==> src/rtl/rpn_stack_calc.sv <==
// Reverse Polish calculator core: DEPTH-entry operand stack, one command per
// rising edge of the debounced Enter level, binary ops through a registered ALU.
//
// state | meaning
// ------+-----------------------------------------------------------------
// IDLE  | waiting for a command; pushes and stack ops complete here
// EXEC  | binary op accepted, ALU result and flags being registered
// WB    | pop two operands, push ALU result, update N/Z/C/V
// ERR   | command rejected (overflow/underflow), one cycle then IDLE
module rpn_stack_calc #(
    parameter  int DATA_W  = 16,
    parameter  int DEPTH   = 4,
    localparam int DEPTH_W = $clog2(DEPTH + 1)
) (
    input  logic               clk,
    input  logic               reset,
    input  logic               Enter,
    input  logic               IsOp,
    input  logic [2:0]         OpCode,
    input  logic [DATA_W-1:0]  DataIn,
    output logic [DATA_W-1:0]  ToDisplay,
    output logic [4:0]         Flags,
    output logic [DEPTH_W-1:0] Depth,
    output logic [2:0]         Status
);

    localparam logic [2:0] ST_IDLE = 3'b000;
    localparam logic [2:0] ST_EXEC = 3'b001;
    localparam logic [2:0] ST_WB   = 3'b010;
    localparam logic [2:0] ST_ERR  = 3'b100;

    localparam logic [DEPTH_W-1:0] FULL = DEPTH_W'(DEPTH);
    localparam logic [DEPTH_W-1:0] ONE  = DEPTH_W'(1);
    localparam logic [DEPTH_W-1:0] TWO  = DEPTH_W'(2);
    localparam int                 MSB  = DATA_W - 1;

    logic                enter_q;
    logic                pulse;
    logic [2:0]          state_q, state_d;
    logic [DATA_W-1:0]   stk_q [DEPTH];
    logic [DATA_W-1:0]   stk_d [DEPTH];
    logic [DEPTH_W-1:0]  depth_q, depth_d;
    logic [2:0]          op_q, op_d;
    logic [DATA_W-1:0]   res_q, res_d;
    logic                res_c_q, res_c_d, res_v_q, res_v_d;
    logic                n_q, n_d, z_q, z_d, c_q, c_d, v_q, v_d, err_q, err_d;
    logic                rej;

    logic [DATA_W-1:0]   alu_r;
    logic                alu_c, alu_v;
    logic [DATA_W:0]     sum_w, dif_w;

    assign pulse = Enter & ~enter_q;

    // ALU on NOS (stk_q[1]) and TOS (stk_q[0]); dif_w[DATA_W] is the borrow
    assign sum_w = {1'b0, stk_q[1]} + {1'b0, stk_q[0]};
    assign dif_w = {1'b0, stk_q[1]} - {1'b0, stk_q[0]};

    // Combinational ALU result and carry/overflow for the latched opcode
    always_comb begin
        alu_r = stk_q[1] ^ stk_q[0];
        alu_c = 1'b0;
        alu_v = 1'b0;
        case (op_q)
            3'd0: begin
                alu_r = sum_w[DATA_W-1:0];
                alu_c = sum_w[DATA_W];
                alu_v = (stk_q[1][MSB] == stk_q[0][MSB]) && (alu_r[MSB] != stk_q[1][MSB]);
            end
            3'd1: begin
                alu_r = dif_w[DATA_W-1:0];
                alu_c = ~dif_w[DATA_W];
                alu_v = (stk_q[1][MSB] != stk_q[0][MSB]) && (alu_r[MSB] != stk_q[1][MSB]);
            end
            3'd2:    alu_r = stk_q[1] & stk_q[0];
            3'd3:    alu_r = stk_q[1] | stk_q[0];
            default: alu_r = stk_q[1] ^ stk_q[0];
        endcase
    end

    // Command decode, stack manipulation and FSM next state
    always_comb begin
        state_d = state_q;
        stk_d   = stk_q;
        depth_d = depth_q;
        op_d    = op_q;
        res_d   = res_q;
        res_c_d = res_c_q;
        res_v_d = res_v_q;
        n_d     = n_q;
        z_d     = z_q;
        c_d     = c_q;
        v_d     = v_q;
        err_d   = err_q;
        rej     = 1'b0;
        case (state_q)
            ST_IDLE: begin
                if (pulse) begin
                    if (!IsOp) begin
                        if (depth_q == FULL) begin
                            rej = 1'b1;
                        end else begin
                            for (int i = DEPTH - 1; i > 0; i--) stk_d[i] = stk_q[i-1];
                            stk_d[0] = DataIn;
                            depth_d  = depth_q + ONE;
                            err_d    = 1'b0;
                        end
                    end else if (OpCode <= 3'd4) begin
                        if (depth_q >= TWO) begin
                            op_d    = OpCode;
                            err_d   = 1'b0;
                            state_d = ST_EXEC;
                        end else begin
                            rej = 1'b1;
                        end
                    end else if (OpCode == 3'd5) begin
                        if (depth_q != '0 && depth_q != FULL) begin
                            for (int i = DEPTH - 1; i > 0; i--) stk_d[i] = stk_q[i-1];
                            depth_d = depth_q + ONE;
                            err_d   = 1'b0;
                        end else begin
                            rej = 1'b1;
                        end
                    end else if (OpCode == 3'd6) begin
                        if (depth_q >= TWO) begin
                            stk_d[0] = stk_q[1];
                            stk_d[1] = stk_q[0];
                            err_d    = 1'b0;
                        end else begin
                            rej = 1'b1;
                        end
                    end else begin
                        if (depth_q != '0) begin
                            for (int i = 0; i < DEPTH - 1; i++) stk_d[i] = stk_q[i+1];
                            stk_d[DEPTH-1] = '0;
                            depth_d        = depth_q - ONE;
                            err_d          = 1'b0;
                        end else begin
                            rej = 1'b1;
                        end
                    end
                    if (rej) begin
                        err_d   = 1'b1;
                        state_d = ST_ERR;
                    end
                end
            end
            ST_EXEC: begin
                res_d   = alu_r;
                res_c_d = alu_c;
                res_v_d = alu_v;
                state_d = ST_WB;
            end
            ST_WB: begin
                stk_d[0] = res_q;
                for (int i = 1; i < DEPTH - 1; i++) stk_d[i] = stk_q[i+1];
                stk_d[DEPTH-1] = '0;
                depth_d = depth_q - ONE;
                n_d     = res_q[MSB];
                z_d     = (res_q == '0);
                c_d     = res_c_q;
                v_d     = res_v_q;
                state_d = ST_IDLE;
            end
            default: state_d = ST_IDLE;
        endcase
    end

    // State registers, all cleared asynchronously
    always_ff @(posedge clk or posedge reset) begin
        if (reset) begin
            enter_q <= 1'b0;
            state_q <= ST_IDLE;
            for (int i = 0; i < DEPTH; i++) stk_q[i] <= '0;
            depth_q <= '0;
            op_q    <= '0;
            res_q   <= '0;
            res_c_q <= 1'b0;
            res_v_q <= 1'b0;
            n_q     <= 1'b0;
            z_q     <= 1'b0;
            c_q     <= 1'b0;
            v_q     <= 1'b0;
            err_q   <= 1'b0;
        end else begin
            enter_q <= Enter;
            state_q <= state_d;
            stk_q   <= stk_d;
            depth_q <= depth_d;
            op_q    <= op_d;
            res_q   <= res_d;
            res_c_q <= res_c_d;
            res_v_q <= res_v_d;
            n_q     <= n_d;
            z_q     <= z_d;
            c_q     <= c_d;
            v_q     <= v_d;
            err_q   <= err_d;
        end
    end

    // Live entry is shown while the stack is empty or a number is being keyed in
    assign ToDisplay = (depth_q == '0 || (!IsOp && !Enter)) ? DataIn : stk_q[0];
    assign Flags     = {n_q, z_q, c_q, v_q, err_q};
    assign Depth     = depth_q;
    assign Status    = state_q;

endmodule

==> config.mk <==
export PLATFORM = sky130hd
export DESIGN_NAME = rpn_stack_calc
export DESIGN_NICKNAME = d
export VERILOG_FILES = /design/src/rtl/rpn_stack_calc.sv
export SDC_FILE = /design/constraint.sdc
export NUM_CORES = 1
export LEC_CHECK = 0
export CAP_MARGIN = 15
export CORE_ASPECT_RATIO = 1.5
export CORE_MARGIN = 2
export CORE_UTILIZATION = 35
export DETAILED_ROUTE_END_ITERATION = 16
export GPL_TIMING_DRIVEN = 0
export PLACE_DENSITY = 0.55
export SETUP_SLACK_MARGIN = 0.2
export SYNTH_ARGS = -nofsm -noshare
export SYNTH_HDL_FRONTEND = slang
export SYNTH_SLANG_ARGS = --single-unit
==> constraint.sdc <==
create_clock -name clk -period 6.05 [get_ports clk]
set_input_delay 0.605 -clock clk [delete_from_list [all_inputs] [get_ports clk]]
set_output_delay 0.605 -clock clk [all_outputs]
set_load 0.01 [all_outputs]
==> impl_metrics.csv <==
group,metric,value,unit
run_status,run_status,"finished clean",
global_routing,grt_antenna_before_repair,0,
global_routing,first_pass_grt_wire_length,36000,um
yosys,postSynth.asyncResetShare,100,%
pwr,power_density,584,nW/um2
critical_path,worst_ep_required_time,5.44,ns
hold_path,worst_hold_path_type,"flip-flop to flip-flop",
pwr,power.ir.vdd_worst,185,uV
global_routing,grt_util_all_layers,21.0,%
pwr,leakagePower,3.87,nW
floorplan,num_io_pins,50,
floorplan,die_width,122,um
timing,slew_headroom,42.0,%
timing,period_minus_slack,3.98,ns
global_routing,grt_pass1_vias,6464,
placement,placement.setup.worst_slack,2.26,ns
drt,drt_pass1_iterations,5,
floorplan,floorplan.rows,65,
cts,cts_setup_buffers,0,
critical_path,critical-path-slowest-cell,"sky130_fd_sc_hd__nor2_1",
floorplan,effective_utilization_at_floorplan,35.3,%
cts,clk_pin_slew_worst_paths,0.06,ns
drt,postRouteWirelength,22800,um
critical_path,critical_path.cell_chain,"inv_1, ha_1, inv_1, nor2_1, nor2_1, buf_2, mux2_2, clkdlybuf4s50_1",
yosys,synth_area_per_cell,8.40,um2
final_layout,area.growth.synth_to_final,14.8,%
cts,insertion_delay,0.36,ns
yosys,ys_dominant_reg_cell,"sky130_fd_sc_hd__dfrtp_1",
critical_path,path_delay_family,"buffers and inverters",
cts,cts-root-to-sink-buffers,2,
timing,total_negative_slack_for_setup_checks,0,ns
timing,final-setup-viol-count,0,
yosys,synth_area,7350,um2
critical_path,cp-end-kind,"output port",
yosys,synth_fp_nets,956,
critical_path,timing_worst_setup_path_type,"flip-flop to output port",
drt,route.detailed.vias_per_inst,5.43,
global_routing,grt_max_degree,70,
final_layout,diodes,0,
cts,cts_made_buffers,9,
job,drv.max_cap_violation_count,0,
cts,htree_levels,3,
placement,place_congestion,0.903,
cts,holdBufCountCts,0,
drt,first_iter_violations,446,
drt,drc,0,
drt,routed_wire_length_per_instance,18.9,um
final_layout,layout.nets,1013,
yosys,synth_largest_area_cell,"sky130_fd_sc_hd__dfrtp_1",
yosys,edff_count_synth,0,
floorplan,fp.dieArea,22200,um2
drt,route.vias.total,6540,
timing,min_period_over_period,65.7,%
timing,clock.fmax,251,MHz
yosys,ys_seq_elements,97,
critical_path,setup.worst_path.start_class,"flip-flop",
floorplan,core,20800,um2
timing,worst_pin_slew,0.867,ns
timing,final_critical_path_setup_slack,2.07,ns
yosys,synth.lib_cells_used.distinct,78,
pwr,power,4.93,mW
critical_path,cp_slowest_stage_delay,0.68,ns
final_layout,post_route_cells_drive_above_1_share,9.82,%
yosys,post-synth-top-area-fraction,33.0,%
yosys,synth.top_cells.by_area,"sky130_fd_sc_hd__dfrtp_1 (33%), sky130_fd_sc_hd__ha_1 (9.5%), sky130_fd_sc_hd__mux2i_1 (8.2%), sky130_fd_sc_hd__a21oi_1 (6.8%), sky130_fd_sc_hd__nor2_1 (4.7%)",
yosys,portion_of_the_post_synthesis_area_used_by_sequential_elements,33.0,%
cts,root_buffer,"sky130_fd_sc_hd__clkbuf_16",
cts,cts.sink_count,97,
yosys,synth.yosys.warnings,0,
timing,grt_setup_unrepaired,"false",
cts,clock_tree_from_tritoncts,"done",
placement,port_buffers,45,
global_routing,overflow,0,
floorplan,die-height,182,um
timing,timing_hold_violations_final,0,
critical_path,worst_ep_arrival_time,3.37,ns
timing,finalMaxSlewViolations,0,
yosys,syn-instance-count,875,
critical_path,worst-path-buf-inv,4,
placement,place.detailed.hpwl,17900,um
cts,cts.repair.resized,0,
timing,fin_worst_skew,0.00827,ns
drt,drtAntennaViolNets,0,
critical_path,critPathMaxFanout,10,
per-stage QoR:
stage,hold slack [ns],utilization [%],instance area [um2],instances
after floorplan,0.439,-,7350,875
after global placement,0.462,39.1,8140,1188
after detailed placement,0.462,39.2,8170,1189
after CTS,0.486,40.5,8440,1205
after global routing,0.515,40.5,8440,1205
final,0.479,40.5,8440,1205
Yosys cell counts (3+ instances only):
cell type                  number
sky130_fd_sc_hd__nor2b_1        8
sky130_fd_sc_hd__inv_2          3
sky130_fd_sc_hd__nand3b_1       3
sky130_fd_sc_hd__a21o_1        10
sky130_fd_sc_hd__a311oi_1       4
sky130_fd_sc_hd__a211oi_1      10
sky130_fd_sc_hd__o21ai_1        9
sky130_fd_sc_hd__a21oi_2        4
sky130_fd_sc_hd__a21oi_1      100
sky130_fd_sc_hd__or3_1          4
sky130_fd_sc_hd__o211ai_1       4
sky130_fd_sc_hd__nand2_1       82
sky130_fd_sc_hd__nand4_1        3
sky130_fd_sc_hd__o21bai_1       3
sky130_fd_sc_hd__buf_1          7
sky130_fd_sc_hd__buf_2         22
sky130_fd_sc_hd__o21ai_0       56
sky130_fd_sc_hd__nand2b_1       5
sky130_fd_sc_hd__buf_4          8
sky130_fd_sc_hd__a31oi_1        7
sky130_fd_sc_hd__a221oi_1       3
sky130_fd_sc_hd__inv_1         53
sky130_fd_sc_hd__clkbuf_1      23
sky130_fd_sc_hd__and3_1         3
sky130_fd_sc_hd__nor2_1        93
sky130_fd_sc_hd__xnor2_1        5
sky130_fd_sc_hd__nor3_1        13
sky130_fd_sc_hd__dfrtp_1       97
sky130_fd_sc_hd__o21a_1         3
sky130_fd_sc_hd__mux2_2        21
sky130_fd_sc_hd__mux2i_1       60
sky130_fd_sc_hd__nand3_1       22
sky130_fd_sc_hd__o22ai_1        5
sky130_fd_sc_hd__ha_1          56
sky130_fd_sc_hd__nor4_1        11
cell families after synthesis:
logic type | share of synthesized area, %
flops | 33.0
xor+xnor | 0.834
simple gates | 16.2
compound gates | 21.1
buf+inv | 6.91
fa+ha+maj | 10.1
mux | 11.8
worst min-delay path, cell delays in order, from the launching register on:
cell and delay [ns]:
sky130_fd_sc_hd__dfrtp_1 0.35, sky130_fd_sc_hd__nand2_1 0.05, sky130_fd_sc_hd__nand2_1 0.05
placed cells by master (no fill, tap or decap), drive strengths merged, types with 4 or more instances in the layout:
cell type / netlist / routed
mux2: 22 / 22
nand3: 22 / 22
ha: 56 / 56
a31oi: 8 / 8
nand2b: 6 / 6
clkinv: 1 / 5
a21o: 10 / 10
clkdlybuf4s50: 0 / 45
or3: 4 / 4
a211oi: 12 / 12
nor2: 94 / 94
inv: 56 / 57
nor4: 12 / 12
a311oi: 5 / 5
buf: 38 / 39
clkbuf: 23 / 33
o22ai: 5 / 5
a21oi: 104 / 104
mux2i: 60 / 60
nand2: 82 / 82
nor2b: 8 / 8
xnor2: 5 / 5
o21ai: 66 / 66
dfrtp: 97 / 97
o211ai: 5 / 5
nor3: 14 / 14
o21bai: 4 / 4
area by class of cell:
type,count,area (um2)
Clock inverter,6,43.8
Buffer,61,294
Clock buffer,10,229
Tap cell,268,335
Multi-Input combinational cell,660,4420
Inverter,57,216
Sequential cell,97,2430
Fill cell,2205,12400
Timing Repair Buffer,46,478
layer usage:
layer	GRT usage, %	share of wire (%)	routed length, um	up-vias
met2	37.5	52	11900	149
met3	1.63	2.3	521	48
li1	-	-	-	3184
met1	25.3	42	9530	3159
met4	9.15	3.7	838	0
met5	0	0	0	-
power breakdown:
part | internal [mW] | total [mW] | switching (mW)
clock network | 0.281 | 0.545 | 0.264
logic | 1.24 | 3.05 | 1.81
registers | 0.947 | 1.33 | 0.384
final timing paths:
path,to,cells past startpoint,slack [ns],from
setup / recovery,ToDisplay[6],8,2.07,Depth[1]
hold / removal,v_q,2,0.48,v_q
setup reg to reg,res_c_q,11,3.10,stk_q[32]
hold reg to reg,v_q,2,0.48,v_q
max in group asynchronous,stk_q[51],3,4.75,reset
min in group asynchronous,enter_q,2,0.61,reset
state kept, by name, summed over array words and instances, names as in the netlist:
register  count
z_q           1
err_q         1
res_c_q       1
Depth         3
c_q           1
stk_q        64
enter_q       1
op_q          3
Status        3
res_v_q       1
res_q        16
n_q           1
v_q           1
Note: power is estimated with default switching activity, not from simulation.
